## src/rtl/clk_period_meter.sv

```systemverilog
// Measures period and high time of an asynchronous slow signal in clk_in cycles.
// Results update one cycle after a synchronized rising edge; there is no backpressure, valid is a single-cycle pulse.
module clk_period_meter #(
  parameter int CNT_W       = 16,
  parameter int SYNC_STAGES = 2,
  parameter int MAX_PERIOD  = 2**CNT_W-1
) (
  input  logic             clk_in,
  input  logic             rst,
  input  logic             sig_in,
  output logic [CNT_W-1:0] period_out,
  output logic [CNT_W-1:0] high_out,
  output logic             valid,
  output logic             stable,
  output logic             timeout
);

  typedef enum logic {
    ST_IDLE,
    ST_MEASURE
  } state_t;

  localparam logic [CNT_W-1:0] LP_CNT_LAST = CNT_W'(MAX_PERIOD - 1);
  localparam logic [CNT_W-1:0] LP_ONE      = CNT_W'(1);

  logic [SYNC_STAGES-1:0] r_sync;
  logic                   r_s_d;
  state_t                 r_state;
  logic [CNT_W-1:0]       r_cnt;
  logic [CNT_W-1:0]       r_hcnt;
  logic                   r_have_prev;

  logic                   w_s;
  logic                   w_rise;
  logic [CNT_W-1:0]       w_period;

  assign w_s      = r_sync[SYNC_STAGES-1];
  assign w_rise   = w_s & ~r_s_d;
  // cnt never exceeds MAX_PERIOD-1, so cnt+1 always fits in CNT_W bits
  assign w_period = r_cnt + LP_ONE;

  always_ff @(posedge clk_in) begin
    if (rst) begin
      r_sync <= '0;
      r_s_d  <= 1'b0;
    end else begin
      r_sync <= {r_sync[SYNC_STAGES-2:0], sig_in};
      r_s_d  <= w_s;
    end
  end

  always_ff @(posedge clk_in) begin
    if (rst) begin
      r_state     <= ST_IDLE;
      r_cnt       <= '0;
      r_hcnt      <= '0;
      r_have_prev <= 1'b0;
      period_out  <= '0;
      high_out    <= '0;
      valid       <= 1'b0;
      stable      <= 1'b0;
      timeout     <= 1'b0;
    end else begin
      valid <= 1'b0;
      case (r_state)
        ST_IDLE: begin
          // The first edge only arms the meter; no result can exist yet.
          if (w_rise) begin
            r_cnt       <= '0;
            r_hcnt      <= LP_ONE;
            r_have_prev <= 1'b0;
            timeout     <= 1'b0;
            r_state     <= ST_MEASURE;
          end
        end
        ST_MEASURE: begin
          if (w_rise) begin
            period_out  <= w_period;
            high_out    <= r_hcnt;
            valid       <= 1'b1;
            stable      <= r_have_prev && (w_period == period_out) && (r_hcnt == high_out);
            r_have_prev <= 1'b1;
            r_cnt       <= '0;
            r_hcnt      <= LP_ONE;
          end else if (r_cnt == LP_CNT_LAST) begin
            // Edge on this same cycle would have won above, giving period MAX_PERIOD.
            timeout     <= 1'b1;
            stable      <= 1'b0;
            r_have_prev <= 1'b0;
            r_state     <= ST_IDLE;
          end else begin
            r_cnt  <= w_period;
            r_hcnt <= r_hcnt + CNT_W'(w_s);
          end
        end
        default: r_state <= ST_IDLE;
      endcase
    end
  end

endmodule

```

## config.mk

```make
export PLATFORM = sky130hd
export DESIGN_NAME = clk_period_meter
export DESIGN_NICKNAME = d
export VERILOG_FILES = /design/src/rtl/clk_period_meter.sv
export SDC_FILE = /design/constraint.sdc
export NUM_CORES = 1
export LEC_CHECK = 0
export CORE_MARGIN = 2
export CORE_UTILIZATION = 30
export DETAILED_ROUTE_END_ITERATION = 7
export HOLD_SLACK_MARGIN = 0.05
export SLEW_MARGIN = 20
export SYNTH_ARGS = -nofsm -noshare
export SYNTH_HDL_FRONTEND = slang
export SYNTH_SLANG_ARGS = --single-unit
```

## constraint.sdc

```tcl
create_clock -name clk_in -period 5.2 [get_ports clk_in]
set_input_delay 0.78 -clock clk_in [delete_from_list [all_inputs] [get_ports clk_in]]
set_output_delay 0.78 -clock clk_in [all_outputs]
set_load 0.005 [all_outputs]
```

==> results.toml <==
[cells_and_area]
regArea_sq_um = 1440
multi_input_area_sq_um = 1980
n_antenna_cell = 0
nets = 461
syn2layout_area_growth_pct = 21.5
drive_gt1_share_pct = 6.75
fillers = 1208

[timing]
clock-skew-final_ns = 0.00910
slew_viol_final = 0
fin_crit_sh_pct = 55.6
setup_viol = 0
setup_tns_ns = 0
min_period_ns = 2.89
whs_ns = 0.447
tightest_slew_ns = 0.927
max_freq_mhz = 346
slew_headroom_pct = 37.8
rsz0062_at_grt = "false"
finalHoldViolations = 0

[worst_setup_path]
crit_type = "reg2reg"
worstPathArrival_ns = 3.14
regToRegSetupSlack_ns = 2.31
worst-endpoint-required_ns = 5.45
cp_slowest_cell = "nand3b_1"
slowest_delay_ns = 0.70
critPathCaptureType = "register"
crit_path_start_kind = "register"
crit_chain = "nand3b_1 > a311o_1 > a2111oi_2 > nand4_1 > a2111o_1 > o31ai_2"
crit_path_max_fanout = 22

[clocking]
cts_tree = "built"
postCtsHoldBufs = 0
postCtsSetupRepairBufs = 0
clkLatencyLatePin_ns = 0.34
clock_path_buffers = 2
cts_buffers = 9
clk_pin_slew_ns = 0.06
cts_resized = 0
cts_htree_levels = 3
cts_sinks = 72
root_buffer = "clkbuf_16"

[power_and_ir_drop]
p_per_area_nw_per_um2 = 294
vdd_ir_drop_max_v = 0.000155
leakage_nw = 1.34

[die]
die_w_um = 114
rows = 40
initial_utilization_pct = 30.5
boundaryPins = 38
die_h_um = 114
core_area_sq_um = 11900
die_area_sq_um = 12900

[logic_synthesis]
netlist.area_leader.share_pct = 39.9
syn_area_per_cell_sq_um = 8.36
yosysWarnings = 0
ys_ff_latch = 72
synth-edff-count = 0
synth_cell_types = 51
synth.area.top_cells = "dfxtp_1 40%, xnor2_1 12%, nor2_1 6.1%"
syn-cell-area_sq_um = 3610
synth_fp_nets = 439
yosysTopAreaCell = "dfxtp_1"
seq_area_frac_synth_pct = 39.9
synthArstFlopShare_pct = 0
synthFlopType = "dfxtp_1"
synth_cells = 432

[route]
vias = 2954
routed_wl_mm = 8.62
drc = 0
viasPerCell = 4.87
wl_per_cell_um = 14.2
first_pass_iters = 4
antenna_left = 0
drtIter0Drc = 145

[global_routing]
grt_usage_pct = 14.1
grt_overflow = 0
grt_max_degree = 36
met2_usage_pct = 23.5
grt_use_met3_pct = 3.93
antenna_found_initial = 0
grt_pass1_wl_mm = 14.3
grtUsageMet1_pct = 17.6
busiest_layer = "met2"
grt_pass1_vias = 2866

[flow_run]
drv_cap = 0

[placement]
routabilityCongestion = 0.824
place_hpwl_mm = 6.16
io_buffers = 37

[outcome]
status = "finished clean"

[hold_path]
min_path_type = "reg2reg"
layer usage:
layer | part of all wire, % | vias up
li1 | - | 1496
met1 | 48 | 1392
met2 | 47 | 51
met3 | 3.9 | 15
met4 | 1.4 | 0
met5 | 0 | -
Yosys cell counts (5+ instances only):
library cell and instances:
dfxtp_1 72, nor2_1 59, nand2_1 55, xnor2_1 48, a21oi_1 26, clkbuf_1 19, xor2_1 19, a211oi_1 16
inv_1 15, nand3_1 12, nand4_1 10, buf_2 7, nor3_1 6, nor2b_1 5, o21ai_0 5, or3_1 5
worst paths after layout:
kind / depth (start not counted) / to / from
min reg2reg: 1 / r_sync[1] / r_sync[0]
max reg2reg: 6 / stable / r_state
max: 6 / stable / r_state
min: 1 / r_sync[1] / r_sync[0]
cell type report:
type | count | share of cell area [%]
Clock buffer | 10 | 5.45
Tap cell | 147 | 4.19
Clock inverter | 6 | 2.05
Inverter | 15 | 1.28
Multi-Input combinational cell | 316 | 45.2
Timing Repair Buffer | 40 | 8.95
Sequential cell | 72 | 32.8
registers in the layout, summed over array words and instances, names as in the netlist, 2 cells and up:
register and count:
high_out 16, period_out 16, r_cnt 16, r_hcnt 16, r_sync 2
through the flow:
stage	instance area, sq um	std cells	power [mW]	utilization [%]	setup WS [ns]
2_1_floorplan	3610	432	0.603	-	2.88
3_3_place_gp	4060	590	0.617	34.2	2.27
3_5_place_dp	4060	590	0.619	34.2	2.25
4_1_cts	4390	606	1.30	37.0	2.24
5_1_grt	4390	606	1.33	37.0	2.09
6_report	4390	606	1.29	37.0	2.31
layout by cell type, fill, tap and decap left out, drive strengths merged, types with 11 or more instances in the layout:
cell,count
nand3,13
nand4,11
a21oi,26
xnor2,48
nand2,56
xor2,19
dfxtp,72
inv,17
clkdlybuf4s50,37
a211oi,17
nor2,60
worst max-delay path, delay by kind of cell, from the launching register on:
kind / cells / cell delay (ns)
AOI/OAI and AO/OA: 4 / 1.41
and+or+nand+nor: 2 / 0.83
DFF: 1 / 0.56
cell families (layout without fill, tap and decap cells):
family,after synthesis,after routing,share of synthesized area (%)
adder cells (fa/ha/maj),4,4,1.39
flip-flops,72,72,39.9
buffers and inverters,44,71,5.23
AO/OA/AOI/OAI,70,70,13.8
XOR/XNOR,69,69,17.5
AND/OR/NAND/NOR,173,173,22.2
where the power goes:
part / internal, mW / switching, mW / total [mW] / leakage [nW]
sequential: 0.557 / 0.00661 / 0.563 / 0.581
combinational: 0.0155 / 0.0276 / 0.0431 / 0.604
clock: 0.435 / 0.248 / 0.683 / 0.159
No activity file was read; power rests on OpenSTA's default activity.
